--- config.mk ---
export PLATFORM = sky130hd
export DESIGN_NAME = mux_arbiter
export DESIGN_NICKNAME = d
export VERILOG_FILES = /design/src/rtl/mux_arbiter_pkg.sv /design/src/rtl/mux_arbiter_mux2_reg.sv /design/src/rtl/mux_arbiter.sv
export SDC_FILE = /design/constraint.sdc
export NUM_CORES = 1
export LEC_CHECK = 0
export CORE_MARGIN = 3
export CORE_UTILIZATION = 39
export CTS_CLUSTER_DIAMETER = 80
export DETAILED_ROUTE_END_ITERATION = 8
export PLACE_DENSITY = 0.71
export SETUP_SLACK_MARGIN = 0.05
export SLEW_MARGIN = 20
export SYNTH_ARGS = -nofsm -noshare
export SYNTH_HDL_FRONTEND = slang
export SYNTH_SLANG_ARGS = --single-unit
--- constraint.sdc ---
create_clock -name clk -period 1.6 [get_ports clk]
set_clock_uncertainty 0.15 [all_clocks]
set_input_delay 0.16 -clock clk [delete_from_list [all_inputs] [get_ports clk]]
set_output_delay 0.16 -clock clk [all_outputs]
set_load 0.02 [all_outputs]
--- src/rtl/mux_arbiter_pkg.sv ---
// Shared definitions for the two-source capture arbiter.
//   NBITS_DEF : default data width
//   BURST_DEF : default run limit for one source under contention
//   RUN_W     : width of the consecutive-grant run counter
//   state_e   : output register occupancy (IDLE = empty, FULL = holds a word)
package mux_arbiter_pkg;

  localparam int unsigned NBITS_DEF = 8;
  localparam int unsigned BURST_DEF = 4;
  localparam int unsigned RUN_W     = 4;

  typedef enum logic {
    IDLE = 1'b0,
    FULL = 1'b1
  } state_e;

  typedef logic [RUN_W-1:0] run_t;

endpackage

--- src/rtl/mux_arbiter_mux2_reg.sv ---
// NBITS-wide 2:1 mux feeding a load-enabled output register.
//   clk, rst : clock, asynchronous active-high reset (register clears to 0)
//   load_i   : capture the selected input on this edge
//   sel_i    : 0 selects a_i, 1 selects b_i
//   a_i, b_i : candidate words
//   q_o      : registered word
module mux2_reg #(
  parameter int unsigned NBITS = 8
) (
  input  logic             clk,
  input  logic             rst,
  input  logic             load_i,
  input  logic             sel_i,
  input  logic [NBITS-1:0] a_i,
  input  logic [NBITS-1:0] b_i,
  output logic [NBITS-1:0] q_o
);

  logic [NBITS-1:0] mux_c;
  logic [NBITS-1:0] q_q;

  // Source select.
  always_comb begin
    mux_c = sel_i ? b_i : a_i;
  end

  // Output register; holds whenever no load is requested.
  always_ff @(posedge clk or posedge rst) begin
    if (rst) begin
      q_q <= '0;
    end else if (load_i) begin
      q_q <= mux_c;
    end
  end

  assign q_o = q_q;

endmodule

--- src/rtl/mux_arbiter.sv ---
// Two-source arbiter with a single-entry registered output.
//   clk, rst       : clock, asynchronous active-high reset
//   req0/di0       : source 0 request and data
//   req1/di1       : source 1 request and data
//   gnt0/gnt1      : combinational one-cycle grant, word captured on this edge
//   do_valid       : output register holds an unconsumed word
//   do_data/do_src : registered word and the source it came from
//   do_ready       : consumer accepts do_data while do_valid is high
// Contention is resolved by a priority pointer that follows the last winner,
// with a run counter forcing a hand-over after BURST consecutive grants.
module mux_arbiter
  import mux_arbiter_pkg::*;
#(
  parameter int unsigned NBITS = NBITS_DEF,
  parameter int unsigned BURST = BURST_DEF
) (
  input  logic             clk,
  input  logic             rst,
  input  logic             req0,
  input  logic [NBITS-1:0] di0,
  input  logic             req1,
  input  logic [NBITS-1:0] di1,
  output logic             gnt0,
  output logic             gnt1,
  output logic             do_valid,
  output logic [NBITS-1:0] do_data,
  output logic             do_src,
  input  logic             do_ready
);

  localparam run_t BURST_RUN = RUN_W'(BURST);

  state_e state_q, state_d;
  logic   ptr_q, ptr_d;
  run_t   run_q, run_d;
  logic   src_q, src_d;

  logic   open_c;
  logic   any_req_c;
  logic   limit_c;
  logic   winner_c;
  logic   grant_c;

  // Capture slot, winner selection and next-state decode.
  always_comb begin
    open_c    = (state_q == IDLE) || do_ready;
    any_req_c = req0 || req1;
    limit_c   = (run_q == BURST_RUN);
    // Grants are suppressed while reset is held so nothing is pulsed then.
    grant_c   = open_c && any_req_c && !rst;

    winner_c = 1'b0;
    if (req0 && req1) begin
      winner_c = limit_c ? ~ptr_q : ptr_q;
    end else if (req1) begin
      winner_c = 1'b1;
    end

    state_d = state_q;
    ptr_d   = ptr_q;
    run_d   = run_q;
    src_d   = src_q;

    if (grant_c) begin
      state_d = FULL;
      ptr_d   = winner_c;
      src_d   = winner_c;
      // ptr always tracks the previous winner, so it decides run restart.
      if (winner_c != ptr_q) begin
        run_d = RUN_W'(1);
      end else if (!limit_c) begin
        run_d = run_q + RUN_W'(1);
      end
    end else begin
      if (open_c && !any_req_c) begin
        run_d = '0;
      end
      if ((state_q == FULL) && do_ready) begin
        state_d = IDLE;
      end
    end
  end

  // State, pointer, run counter and source tag.
  always_ff @(posedge clk or posedge rst) begin
    if (rst) begin
      state_q <= IDLE;
      ptr_q   <= 1'b0;
      run_q   <= '0;
      src_q   <= 1'b0;
    end else begin
      state_q <= state_d;
      ptr_q   <= ptr_d;
      run_q   <= run_d;
      src_q   <= src_d;
    end
  end

  mux2_reg #(
    .NBITS (NBITS)
  ) u_mux2_reg (
    .clk    (clk),
    .rst    (rst),
    .load_i (grant_c),
    .sel_i  (winner_c),
    .a_i    (di0),
    .b_i    (di1),
    .q_o    (do_data)
  );

  assign gnt0     = grant_c && !winner_c;
  assign gnt1     = grant_c && winner_c;
  assign do_valid = (state_q == FULL);
  assign do_src   = src_q;

endmodule

**Yosys cells after proc, flatten, opt, wreduce, memory -nomap -nowiden**

Cells that the tools add are included.

- Multiply operators: 0
- Mux-type cells: 10
- Magnitude comparators: 0
- Divide/modulo/power cells: 0
- Reductions and logical operators: 15
- Equal/unequal tests: 3
- Add/subtract/negate cells: 1
- Shift-type cells: 0
- Bitwise logic cells: 2

Operator list:

| cell | count |
|---|---|
| 2-to-1 mux 4 bit | 4 |
| 2-to-1 mux 8 bit | 1 |
| logical AND 1 bit | 7 |
| 2-to-1 mux 1 bit | 5 |
| adder 4 x 1 -> 4 bit, second input constant | 1 |
| equality test 4 x 3 -> 1 bit, second input constant | 1 |
| nonzero test 2 bit | 2 |
| logical NOT 1 bit | 3 |
| inequality test 3 x 2 -> 1 bit, second input constant | 1 |
| logical OR 1 bit | 2 |
| inverter 1 bit | 2 |
| AND reduction 2 bit | 1 |
| inequality test 1 bit | 1 |

- Memories kept: 0
- Logic and storage cells: 35
- Input port bits: 21
- Output and inout port bits: 12
- Memory bits (writable): 0
- Bits in registers: 14
- Bits in latches: 0
- Memory bits (read-only): 0

**Longest topological paths before layout**

- Depth in word-level cells: 6
- Mapped depth: 7
- Gate-level depth less buffers: 6

**Cells and area by module**

A second synthesis with hierarchy kept.

- Cells, all modules: 83
- Area, all modules: 818.3 µm²

Modules (own cells, without submodules):

| module | instances | sequential area each (µm²) | cells each | area an instance (µm²) |
|---|---|---|---|---|
| mux_arbiter | 1 | 150.1 | 47 | 430.4 |
| mux2_reg | 1 | 200.2 | 36 | 387.9 |

**Least setup slack after synthesis**

No wires, ideal clock.

- Path type: register -> register
- Start point: register run_q[0]
- End point: register u_mux2_reg.q_q[0] (netlist: u_mux2_reg.q_o[0])
- Stages on the path, launching flop included: 8
- Data arrival time: 1.649 ns
- Library setup time: 0.067 ns
- Path buffers: 1
- Clock period less this slack: 1.867 ns
- Slack: -0.267 ns
- Data required time: 1.383 ns
- Cells stage by stage: dfrtp_1 inv_1 ha_1 and3b_1 buf_6 nor2_4 a211oi_4 a221o_1

- Longest elaborated chain between the ends: 4

Ends and longest elaborated chain:

| item | line | text |
|---|---|---|
| from (decl) | mux_arbiter.sv:35 | `run_t run_q, run_d;` |
| from (signal assigned) | mux_arbiter.sv:94 | `run_q <= run_d;` |
| equality test 4 x 3 -> 1 bit | mux_arbiter.sv:48 | `limit_c = (run_q == BURST_RUN);` |
| 2-to-1 mux 1 bit | mux_arbiter.sv:54 | `winner_c = limit_c ? ~ptr_q : ptr_q;` |
| 2-to-1 mux 1 bit | mux_arbiter.sv:53 | `if (req0 && req1) begin` |
| 2-to-1 mux 8 bit | mux_arbiter_mux2_reg.sv:24 | `mux_c = sel_i ? b_i : a_i;` |
| to (signal assigned) | mux_arbiter_mux2_reg.sv:32 | `q_q <= mux_c;` |
| to (decl) | mux_arbiter_mux2_reg.sv:20 | `logic [NBITS-1:0] q_q;` |

No other way between the ends.
A chain may end at the register's enable or synchronous reset.

**Worst setup path after layout**

- Start point: register run_q[1]
- End point: output gnt1

- Longest elaborated chain between the ends: 4

Ends and longest elaborated chain:

| item | line | text |
|---|---|---|
| equality test 4 x 3 -> 1 bit | mux_arbiter.sv:48 |  |
| 2-to-1 mux 1 bit | mux_arbiter.sv:54 |  |
| 2-to-1 mux 1 bit | mux_arbiter.sv:53 |  |
| logical AND 1 bit | mux_arbiter.sv:112 | `assign gnt1 = grant_c && winner_c;` |
| to (decl) | mux_arbiter.sv:24 | `output logic gnt1,` |

No other way between the ends.

==> flow_metrics.tcl <==
set metrics [dict create \
    overflow 0 \
    met1_usage_pct 25.6 \
    slew_violations 0 \
    power.leakage_nw 0.721 \
    async_flop_share_pct 100 \
    use_met3_pct 2.54 \
    r2r_cells 8 \
    post_synth_num_cell_types 30 \
    postSynthAreaPerCell_um2 10.6 \
    grt_pass1_vias 873 \
    dp_slack_ns -0.605 \
    drt-total-wl_mm 2.61 \
    hold_slack_ns 0.180 \
    max-cap-violations 0 \
    hold_viol 0 \
    power_switching_uw 520 \
    clk_latency_ns 0.28 \
    fin_crit_ns 1.97 \
    yosysWarnings 0 \
    n_fill_cell 151 \
    dieArea_um2 2830 \
    clkSlewWorstSetupHoldPaths_ns 0.09 \
    switching_share_pct 35.5 \
    syn_inst 82 \
    io_pins 33 \
    outcome "finished with violations" \
    start_kind "register" \
    gp_congestion 0.783 \
    cp_slowest_cell "dfrtp_1" \
    place_inst 161 \
    min-delay-path-class "input port to async pin" \
    required_ns 1.29 \
    dp_hpwl_mm 1.91 \
    endpoint "gnt1" \
    critPathArrivalTime_ns 1.66 \
    drt_iter0_markers 19 \
    vias_per_cell 5.21 \
    yosysSeqAreaShare_pct 40.3 \
    power_frac_comb_pct 53.5 \
    holdBufCountCts 0 \
    r2r-start "run_q[1]" \
    synthFlopType "dfrtp_1" \
    clock_path_buffers 2 \
    pwr-share-seq_pct 32.2 \
    violations "negative setup slack" \
    crit_start "run_q[1]" \
    syn_nets 105 \
    grt_first_pass_wirelength_mm 4.02 \
    die_h_um 53.2 \
    core_um2 2040 \
    timing.final.ws_setup_ns -0.372 \
    worstMarginPinSlew_ns 0.284 \
    finalSetupTns_ns -3.85 \
    port_buffers 32 \
    ys_ff_latch 14 \
    clockPowerShare_pct 14.4 \
    drc_errors 0 \
    area_growth_syn_to_layout_pct 74.7 \
    synth_most_common_cell "dfrtp_1" \
    synth_common_cells "dfrtp_1, a221o_1, nor2b_1" \
    power_density_nw_per_um2 964 \
    num_rows 16 \
    ir_worst_vdd_v 0.000736 \
    max_freq_mhz 507 \
    busiest_layer "met2" \
    grt_max_degree 16 \
    netlist_area_um2 870 \
    num_antenna_cells 0 \
    r2r_slack_ns -0.32 \
    num_vias 885 \
    antenna_found_initial 0 \
    htreeDepth 1 \
    route.antenna.remaining_nets 0 \
    yosysTopAreaCell "dfrtp_1" \
    cts_tree "done" \
    use_met2_pct 34.9 \
    grt_usage_pct 20.3 \
    die_w_um 53.2 \
    synth_area_leaders "dfrtp_1, a221o_1, nor2b_1" \
    finalSetupViolations 15 \
    stdcell_count 170 \
    drive_above_1_share_pct 34.3 \
    start_util_pct 42.6 \
    rr_endpoint "u_mux2_reg.q_o[3]" \
    crit_chain "inv_2 > ha_4 > and3b_2 > buf_12 > xnor2_4 > a21oi_4 > buf_6" \
    fin_crit_sh_pct 123 \
    rsz0062_at_grt "yes" \
    cts_buffers 3 \
    worst_setup_path_end_kind "output pin" \
    fin_nets 168 \
    wl_per_cell_um 15.4 \
    slew-limit-headroom_pct 80.5 \
    yosysTopAreaCellShare_pct 40.3 \
    firstDrtPassIters 4 \
    p_int_uw 944 \
    clock-sinks 14 \
    path_class "register to output pin" \
    synth_edf_count 0 \
    cts_root_buffer "clkbuf_4" \
    worst_path_largest_cell_delay_ns 0.38 \
    cp_max_fo 3 \
]
-- kinds of logic (layout without fill, tap and decap cells) --
kind of cell / after synthesis / in the layout / share of synthesized area [%]
and+or+nand+nor: 30 / 30 / 21.7
AOI/OAI and AO/OA: 25 / 25 / 24.9
DFF: 14 / 14 / 40.3
buffers and inverters: 8 / 69 / 4.75
adders and majority gates: 2 / 2 / 2.88
muxes: 2 / 2 / 2.30
xor gates and xnor gates: 1 / 1 / 3.17
-- cell type report --
class	count	area (um^2)	area share (%)
multi-input combinational	60	512	33.7
tap	27	33.8	2.22
timing repair buffer	62	586	38.6
inverter	4	15.0	0.988
clock buffer	3	22.5	1.48
sequential	14	350	23.1
-- worst max-delay path, delay by kind of cell, from the launching register on --
family          cells  cell delay, ns
buf+inv             3            0.34
compound gates      1            0.15
xor+xnor            1            0.12
flops               1            0.38
fa+ha+maj           1            0.15
simple gates        1            0.24
-- how the worst min path moves through the flow --
stage | slack (ns) | endpoint | depth (start not counted)
2_1_floorplan | -0.08 | do_src | 1
3_3_place_gp | 0.41 | run_q[0] | 2
3_5_place_dp | 0.41 | u_mux2_reg.q_o[7] | 2
4_1_cts | 0.19 | do_src | 4
5_1_grt | 0.20 | u_mux2_reg.q_o[2] | 4
6_report | 0.18 | u_mux2_reg.q_o[7] | 4
-- sequential cells by signal, indices dropped and copies added (netlist names) --
signal / cells
do_valid: 1
do_src: 1
run_q: 4
u_mux2_reg.q_o: 8
-- through the flow --
stage          cell area (um^2)  total power [mW]  utilization (%)
2_1_floorplan               872             0.838                -
3_3_place_gp               1380              1.15             67.6
3_5_place_dp               1380              1.17             67.6
4_1_cts                    1480              1.42             72.5
5_1_grt                    1520              1.55             74.4
6_report                   1520              1.46             74.4
-- power by group through the flow --
stage | logic [mW] | clock network (mW) | registers [mW]
after floorplan | 0.289 | 0 | 0.549
after global placement | 0.679 | 0 | 0.474
after detailed placement | 0.695 | 0 | 0.476
after CTS | 0.743 | 0.207 | 0.470
after global routing | 0.840 | 0.227 | 0.479
final | 0.783 | 0.210 | 0.471
-- metal layers --
| layer | vias to the layer above | wire (um) | part of all wire, % |
|---|---|---|---|
| met1 | 425 | 1150 | 44 |
| met4 | 0 | 41 | 1.6 |
| li1 | 426 | - | - |
| met5 | - | 0 | 0 |
| met2 | 30 | 1350 | 51 |
| met3 | 4 | 82 | 3.1 |
-- cells in the final DEF, fill, tap and decap left out, drive strengths merged, types with 3 or more instances in the layout --
master	synthesis	routed
and2b	3	3
buf	4	32
clkbuf	0	3
nor2b	7	7
dfrtp	14	14
inv	4	4
nor2	3	3
a21oi	6	6
nand2	4	4
dlygate4sd2	0	5
nand2b	4	4
a221o	9	9
nand3	5	5
clkdlybuf4s50	0	20
dlymetal6s2s	0	5
-- repair_timing --
item,in CTS,in global routing
setup endpoints to repair,20,20
setup buffers,3,4
gates resized for setup,29,8
pin swaps,18,4
No activity file was read; power rests on OpenSTA's default activity.
